--- config.mk ---
export PLATFORM = sky130hd
export DESIGN_NAME = rsa_skew_feeder
export DESIGN_NICKNAME = d
export VERILOG_FILES = /design/src/rtl/rsa_pkg.sv /design/src/rtl/rsa_skew_line.sv /design/src/rtl/rsa_skew_feeder.sv
export SDC_FILE = /design/constraint.sdc
export NUM_CORES = 1
export LEC_CHECK = 0
export BUFFER_PORTS_ARGS = -buffer_cell sky130_fd_sc_hd__buf_2
export CORE_MARGIN = 2
export CORE_UTILIZATION = 32
export DETAILED_ROUTE_END_ITERATION = 16
export SLEW_MARGIN = 25
export SYNTH_ARGS = -nofsm -noshare
export SYNTH_HDL_FRONTEND = slang
export SYNTH_SLANG_ARGS = --single-unit
export TNS_END_PERCENT = 10
--- constraint.sdc ---
create_clock -name clk -period 3.2 [get_ports clk]
set_input_delay 0.8 -clock clk [delete_from_list [all_inputs] [get_ports clk]]
set_output_delay 0.8 -clock clk [all_outputs]
set_load 0.01 [all_outputs]
--- src/rtl/rsa_pkg.sv ---
// Shared definitions for the systolic array feeder: FSM encoding, default element
// width and the sizing helpers used by the feeder top level.
package rsa_pkg;

  localparam logic [1:0] ST_IDLE  = 2'd0;
  localparam logic [1:0] ST_FEED  = 2'd1;
  localparam logic [1:0] ST_FLUSH = 2'd2;

  localparam int RSA_DW_DEF = 32;

  function automatic int max2(input int a, input int b);
    return (a > b) ? a : b;
  endfunction

  // Bits needed for a counter that must hold every value 0..v.
  function automatic int cnt_w(input int v);
    return (v < 1) ? 1 : $clog2(v + 1);
  endfunction

endpackage

--- src/rtl/rsa_skew_line.sv ---
// Fixed-depth delay line: DEPTH registered stages, shifts every cycle, no stall input.
// Output is the last register, so latency is exactly DEPTH cycles.
module rsa_skew_line #(
  parameter int DEPTH = 1,
  parameter int W     = 32
) (
  input  logic         clk,
  input  logic         sys_rst,
  input  logic [W-1:0] din,
  output logic [W-1:0] dout
);

  logic [W-1:0] pipe [DEPTH];

  always_ff @(posedge clk) begin
    if (sys_rst) begin
      for (int i = 0; i < DEPTH; i++) pipe[i] <= '0;
    end else begin
      pipe[0] <= din;
      for (int i = 1; i < DEPTH; i++) pipe[i] <= pipe[i-1];
    end
  end

  assign dout = pipe[DEPTH-1];

endmodule

--- src/rtl/rsa_skew_feeder.sv ---
// Feeds one k-slice per transfer into the PE array edges; lane i/j lags by i+1/j+1 cycles.
// in_ready is high only in FEED (no buffering); FLUSH drains max(X,Y) cycles then pulses done.
module rsa_skew_feeder
  import rsa_pkg::*;
#(
  parameter int X      = 4,
  parameter int Y      = 4,
  parameter int L      = 4,
  parameter int RSA_DW = RSA_DW_DEF
) (
  input  logic                  clk,
  input  logic                  sys_rst,
  input  logic                  start,
  input  logic [cnt_w(L)-1:0]   len,
  input  logic                  in_valid,
  output logic                  in_ready,
  input  logic [X*RSA_DW-1:0]   A_in,
  input  logic [Y*RSA_DW-1:0]   B_in,
  output logic [X*RSA_DW-1:0]   A_data,
  output logic [Y*RSA_DW-1:0]   B_data,
  output logic [Y-1:0]          new_cal_en,
  output logic [Y-1:0]          new_cal_done,
  output logic                  busy,
  output logic                  done
);

  localparam int D  = max2(X, Y);
  localparam int LW = cnt_w(L);
  localparam int FW = cnt_w(D - 1);

  logic [1:0]    state;
  logic [LW-1:0] n;
  logic [LW-1:0] k;
  logic [FW-1:0] fcnt;
  logic          xfer;
  logic          xfer_last;

  assign in_ready  = (state == ST_FEED);
  assign busy      = (state == ST_FEED) || (state == ST_FLUSH);
  assign done      = (state == ST_FLUSH) && (fcnt == FW'(D - 1));
  assign xfer      = in_valid && in_ready;
  assign xfer_last = xfer && (k == n - LW'(1));

  always_ff @(posedge clk) begin
    if (sys_rst) begin
      state <= ST_IDLE;
      n     <= '0;
      k     <= '0;
      fcnt  <= '0;
    end else begin
      case (state)
        ST_IDLE: begin
          if (start && (len != '0)) begin
            state <= ST_FEED;
            n     <= (len > LW'(L)) ? LW'(L) : len;
            k     <= '0;
          end
        end
        ST_FEED: begin
          if (xfer) begin
            k <= k + 1'b1;
            if (xfer_last) begin
              state <= ST_FLUSH;
              fcnt  <= '0;
            end
          end
        end
        ST_FLUSH: begin
          if (fcnt == FW'(D - 1)) state <= ST_IDLE;
          else                    fcnt  <= fcnt + 1'b1;
        end
        default: state <= ST_IDLE;
      endcase
    end
  end

  // Non-transfer cycles push zeros so bubbles travel down every lane with cal_en low.
  for (genvar i = 0; i < X; i++) begin : g_a
    logic [RSA_DW-1:0] a_lane;
    assign a_lane = xfer ? A_in[i*RSA_DW +: RSA_DW] : '0;
    rsa_skew_line #(.DEPTH(i + 1), .W(RSA_DW)) u_line (
      .clk     (clk),
      .sys_rst (sys_rst),
      .din     (a_lane),
      .dout    (A_data[i*RSA_DW +: RSA_DW])
    );
  end

  for (genvar j = 0; j < Y; j++) begin : g_b
    logic [RSA_DW-1:0] b_lane;
    logic [1:0]        stb;
    assign b_lane = xfer ? B_in[j*RSA_DW +: RSA_DW] : '0;
    rsa_skew_line #(.DEPTH(j + 1), .W(RSA_DW)) u_line (
      .clk     (clk),
      .sys_rst (sys_rst),
      .din     (b_lane),
      .dout    (B_data[j*RSA_DW +: RSA_DW])
    );
    rsa_skew_line #(.DEPTH(j + 1), .W(2)) u_stb (
      .clk     (clk),
      .sys_rst (sys_rst),
      .din     ({xfer_last, xfer}),
      .dout    (stb)
    );
    assign new_cal_en[j]   = stb[0];
    assign new_cal_done[j] = stb[1];
  end

endmodule

Yosys cells after proc, flatten, opt, wreduce, memory -nomap -nowiden. Memory sizes are Yosys's and may differ from the RTL's. Index checks and enable logic that the tools add are counted.

Bits in registers: 10. Bits in writable memories: 660. Input bits: 263. Output and inout port bits: 267. Logic and storage cells: 129. Memories: 12.

Memory list: g_a[3].u_line.pipe (depth 4, bits a word 32, rd ports 4, clocked after Yosys merged registers in 0, write ports 4, RTL line rsa_skew_line.sv:13) `logic [W-1:0] pipe [DEPTH];`; g_b[3].u_line.pipe (depth 4, bits a word 32, rd ports 4, clocked after Yosys merged registers in 0, write ports 4, RTL line rsa_skew_line.sv:13); g_a[2].u_line.pipe (depth 3, bits a word 32, rd ports 3, clocked after Yosys merged registers in 0, write ports 3, RTL line rsa_skew_line.sv:13); g_b[2].u_line.pipe (depth 3, bits a word 32, rd ports 3, clocked after Yosys merged registers in 0, write ports 3, RTL line rsa_skew_line.sv:13); g_a[1].u_line.pipe (depth 2, bits a word 32, rd ports 2, clocked after Yosys merged registers in 0, write ports 2, RTL line rsa_skew_line.sv:13); g_b[1].u_line.pipe (depth 2, bits a word 32, rd ports 2, clocked after Yosys merged registers in 0, write ports 2, RTL line rsa_skew_line.sv:13); +6 memories.

Add/subtract/negate cells: 3. Order comparisons: 1. Equal/unequal tests: 9. Mux-type cells: 57. Bitwise operators: 27. Reduce and logical (&&, ||, !) cells: 16.

Operator list (count): $mux 32 (28); $reduce_or 32->1 (2); $mux 2 (17); $or 1x1->1 (27); $mux 3 (3); $reduce_and 4->1 (2); $mux 1 (6); $ne 2x1->1 const B (3); $pmux 2 s3 (1); $pmux 3 s2 (1); $eq 2x2->1 const B (2); $logic_and 1x1->1 (4); $ne 2x2->1 const B (2); $pmux 2 s2 (1); $reduce_bool 2->1 (2); $add 3x1->3 const B (1); $eq 3x3->1 (1); $gt 3x3->1 const B (1); $reduce_and 3->1 (1); $reduce_bool 3->1 (1); $sub 3x1->3 const B (1); $add 2x1->2 const B (1); $eq 2x1->1 const B (1); $logic_not 2->1 (1); other kinds (3) (3).

Longest topological paths before layout.
Depth in word-level cells: 6. Depth in mapped cells: 8. Mapped depth without buffers: 6.

Modules after synthesis. A second synthesis with hierarchy kept.

Cell total of the unflattened synthesis: 1910. Area total of the unflattened synthesis: 21693.3 µm².

Modules (own cells, without submodules): rsa_skew_line at g_a[3].u_line ... (times used 2, cells each 270, area an instance 3464.6 µm², seq. area each 2562.5 µm²); rsa_skew_line at g_a[2].u_line ... (times used 2, cells each 234, area an instance 2840.2 µm², seq. area each 1921.8 µm²); rsa_skew_line at g_a[1].u_line ... (times used 2, cells each 167, area an instance 2158.3 µm², seq. area each 1281.2 µm²); rsa_skew_feeder (times used 1, cells each 390, area an instance 2484.9 µm², seq. area each 200.2 µm²); rsa_skew_line at g_a[0].u_line ... (times used 2, cells each 67, area an instance 863.3 µm², seq. area each 640.6 µm²); rsa_skew_line at g_b[3].u_stb (times used 1, cells each 16, area an instance 210.2 µm², seq. area each 160.2 µm²); rsa_skew_line at g_b[2].u_stb (times used 1, cells each 14, area an instance 172.7 µm², seq. area each 120.1 µm²); rsa_skew_line at g_b[1].u_stb (times used 1, cells each 10, area an instance 120.1 µm², seq. area each 80.1 µm²); rsa_skew_line at g_b[0].u_stb (times used 1, cells each 4, area an instance 52.6 µm², seq. area each 40.0 µm²).

Worst setup path before layout. No wires, ideal clock.

Kind: input -> register. Start: in sys_rst. End: reg k[2]. Library setup time: 134 ps. Arrival: 1630 ps. Required time: 3066 ps. Path slack: 1437 ps. Stages on the path: 4. Buffers on the path: 3. Cells stage by stage: clkbuf_1 -> clkbuf_1 -> clkbuf_1 -> nor4_1.

RTL lines: from (decl) (RTL line rsa_skew_feeder.sv:12) `input logic sys_rst,`; to (signal assigned) (RTL line rsa_skew_feeder.sv:61) `k <= k + 1'b1;`; to (decl) (RTL line rsa_skew_feeder.sv:33) `logic [LW-1:0] k;`.

No word-level cell between the ends.

Worst setup path in the final report.
Start: reg state[0]. End: out done.

Word-level cells in the longest chain between the ends: 2.

Ends and longest elaborated chain: from (decl) (RTL line rsa_skew_feeder.sv:31) `logic [1:0] state;`; from (signal assigned) (RTL line rsa_skew_feeder.sv:46) `state <= ST_IDLE;`; from (signal assigned) (RTL line rsa_skew_feeder.sv:54) `state <= ST_FEED;`; from (signal assigned) (RTL line rsa_skew_feeder.sv:63) `state <= ST_FLUSH;`; $eq 2x2->1 (RTL line rsa_skew_feeder.sv:40) `assign done = (state == ST_FLUSH) && (fcnt == FW'(D - 1));`; $logic_and 1x1->1 (RTL line rsa_skew_feeder.sv:40); to (decl) (RTL line rsa_skew_feeder.sv:24) `output logic done`.

No other way between the ends.

==> qor.csv <==
metric,value,unit
Worst EP arrival,1.64,ns
die area,62030,um^2
worst path buffer plus inverter count,2,
hpwl dp,26400,um
Pleak,10.85,nW
final number of setup-violating endpoints,0,
synthesized area,19220,um^2
Iteration-0 DRC Markers,271,
Setup WS pre-CTS,1.017,ns
critical path's top delay family,flip-flops,
"slowest stage delay, CP",0.38,ns
Area contributors post-synth,"dfxtp_1 (69%), nor2b_1 (13%), and2_1 (8.4%)",
Syn Inst Count,1606,
"Avg Cell Area, Syn",11.97,um^2
initial core utilization,0.3244,
Synth Area in XOR/XNOR,0.003972,
Detailed Routing Iterations Pass 1,4,
placed cell count,2680,
vias in the first global route,10900,
CTS tree,done,
Final WS setup,0.7567,ns
endpoints failing hold,0,
Die Width,249.1,um
Residual DRC,0,
mux contribution to synthesized area,0.001563,
wire per inst,13.68,um
sequential fraction of the synthesis area,0.6855,
total of max-cap violations,0,
most frequent cell after synthesis,dfxtp_1,
Pwr Density,739.1,nW/um^2
largest net degree at the start of global routing,148,
Core ar.,59240,um^2
Area Overhead vs Synth,23.78,%
root cell of the clock tree,clkbuf_16,
Worst Setup Start Kind,register,
crit-path max FO,5,
"Min Clock Period, post-route",2.443,ns
Critical Path RT,2.40,ns
synthesized net count,1877,
final cell count without fillers,2809,
routed via count,10740,
Routed Antenna Nets,0,
Port Buffers,529,
post-synthesis register bit count,658,
Worst Hold Class,input port to register,
Worst-Skew Late Latency,0.59,ns
share of post-route cells with drive strength above 1,0.3215,
Cell variety after synth,32,
post-CTS resize count,0,
first-pass GRT wire length,59730,um
"Reg clk slew, reported paths",0.06,ns
compound-cell area share of the yosys netlist,0.007292,
Synth Area in Adders,0.005209,
DR vias/cell,3.823,
row count,89,
clock skew,0.01347,ns
VDD IR max,0.4876,mV
status,completed,
crit share post-route,0.7635,
cells along the critical path,"inv_1, ha_1, and2_1, buf_2",
gr ovfl total,0,
Layout fillers,5695,
postcts setup bufs,0,
final wirelength,38430,um
Yosys top cell area share,0.6855,
H-tree depth,3,
Slew @ Worst Pin,0.7223,ns
Fin Setup TNS,0,ns
RSZ-0062 raised after global routing,no,
io pins,530,
main combinational cell family by area after synthesis,simple AND/OR/NAND/NOR gates,
Num CTS Buffers,70,
chip height,249.1,um
Worst setup EP type,primary output,
YS warnings,0,
Simple-Gate Fraction of Synth Area,0.2183,
Placer Congestion,0.7898,
Util after Layout,0.4015,
"area leader, netlist",dfxtp_1,
GRT Total Usage,0.1223,
Max Fclk,409.3,MHz
Sink Count,658,
"slowest stage cell, crit path",dfxtp_1,
"EDFF count, synth",0,
commonest register cell after synthesis,dfxtp_1,
Max Slew Vio Count,0,
critical path class,register to primary output,
antenna violations before repair,13,
top cells by instance count after synthesis,"dfxtp_1 (658), nor2b_1 (392), and2_1 (259)",
clock buffer depth,3,
"Net count, final",2250,
Async SR Flop Fraction,0,
max_slew headroom,0.5184,
hold-fix buffer count after cts,0,
==> state kept, by name, indices dropped and copies added (netlist names) <==
signal           cells
state                2
g_a.u_line.pipe    320
n                    3
g_b.u_line.pipe    320
fcnt                 2
k                    3
g_b.u_stb.pipe       8
==> area by class of cell <==
cell class / instances / area [um^2] / area share
sequential: 658 / 13170 / 0.5538
timing repair buffer: 535 / 2753 / 0.1157
clock inverter: 28 / 312.8 / 0.01315
inverter: 5 / 18.77 / 0.0007890
antenna: 5 / 12.51 / 0.0005260
tap: 773 / 967.2 / 0.04066
multi-input combinational: 709 / 4549 / 0.1913
clock buffer: 96 / 2001 / 0.08411
==> final timing paths <==
kind,cells past startpoint,slack (ns),from,to
worst max-delay path,4,0.76,state[0],done
worst max register to register,6,1.08,state[1],g_b[1].u_line.pipe[0][8]
worst min-delay path,2,0.40,B_in[12],g_b[0].u_line.pipe[0][12]
worst min register to register,1,0.43,g_a[2].u_line.pipe[0][21],g_a[2].u_line.pipe[0][53]
==> worst register-to-register path, delay by kind of cell (launching register included) <==
family                     cells  cell delay [ns]
adders and majority gates      1             0.35
buffers and inverters          2             0.70
DFF                            1             0.33
and+or+nand+nor                3             0.69
==> layout by cell type (no fill, tap or decap), types with 2 or more instances in the layout <==
cell type / Yosys / routed
a21o_1: 2 / 2
a21oi_1: 7 / 7
and2_1: 259 / 259
buf_12: 0 / 4
buf_2: 4 / 528
buf_4: 160 / 2
bufinv_16: 0 / 3
clkbuf_1: 70 / 12
clkbuf_16: 0 / 71
clkbuf_8: 0 / 13
clkinv_2: 0 / 9
clkinv_4: 0 / 2
clkinv_8: 0 / 3
clkinvlp_4: 0 / 5
dfxtp_1: 658 / 658
diode_2: 0 / 5
ha_1: 8 / 8
inv_1: 5 / 5
inv_6: 0 / 5
mux2i_1: 3 / 3
nand2_1: 7 / 7
nand2b_1: 2 / 2
nand3b_1: 2 / 2
nand4b_1: 2 / 2
nor2_1: 6 / 5
nor2b_1: 392 / 392
o21ai_0: 4 / 4
==> stage by stage <==
step	hold slack (ns)	cell area [um^2]	power, W
CTS	0.3540	23770	0.01789
floorplan	0.4138	19220	0.009481
finish	0.4044	23790	0.01758
global placement	0.4161	21460	0.009815
detailed placement	0.4204	21460	0.009855
global route	0.3702	23780	0.01835
==> power by group <==
| group | switching [W] | internal [W] |
|---|---|---|
| registers | 0.0000920 | 0.00853 |
| logic | 0.000540 | 0.000492 |
| clock network | 0.00326 | 0.00467 |
| total | 0.00389 | 0.0137 |
==> cells by family after synthesis <==
kind of cell             count (synthesis)
AO/OA/AOI/OAI                           19
XOR/XNOR                                 4
flip-flops                             658
buffers and inverters                  239
multiplexers                             3
AND/OR/NAND/NOR                        675
adder cells (fa/ha/maj)                  8
==> metal layers <==
layer  up-vias  track usage  share of wire  wire [um]
li1       5456            -              -          -
met1      4817       0.1321           0.40      15340
met2       369       0.2042           0.46      17840
met3        89      0.06008           0.11       4039
met4         8      0.05077          0.030       1153
met5         -            0         0.0016         60
(Power assumes the default switching activity.)
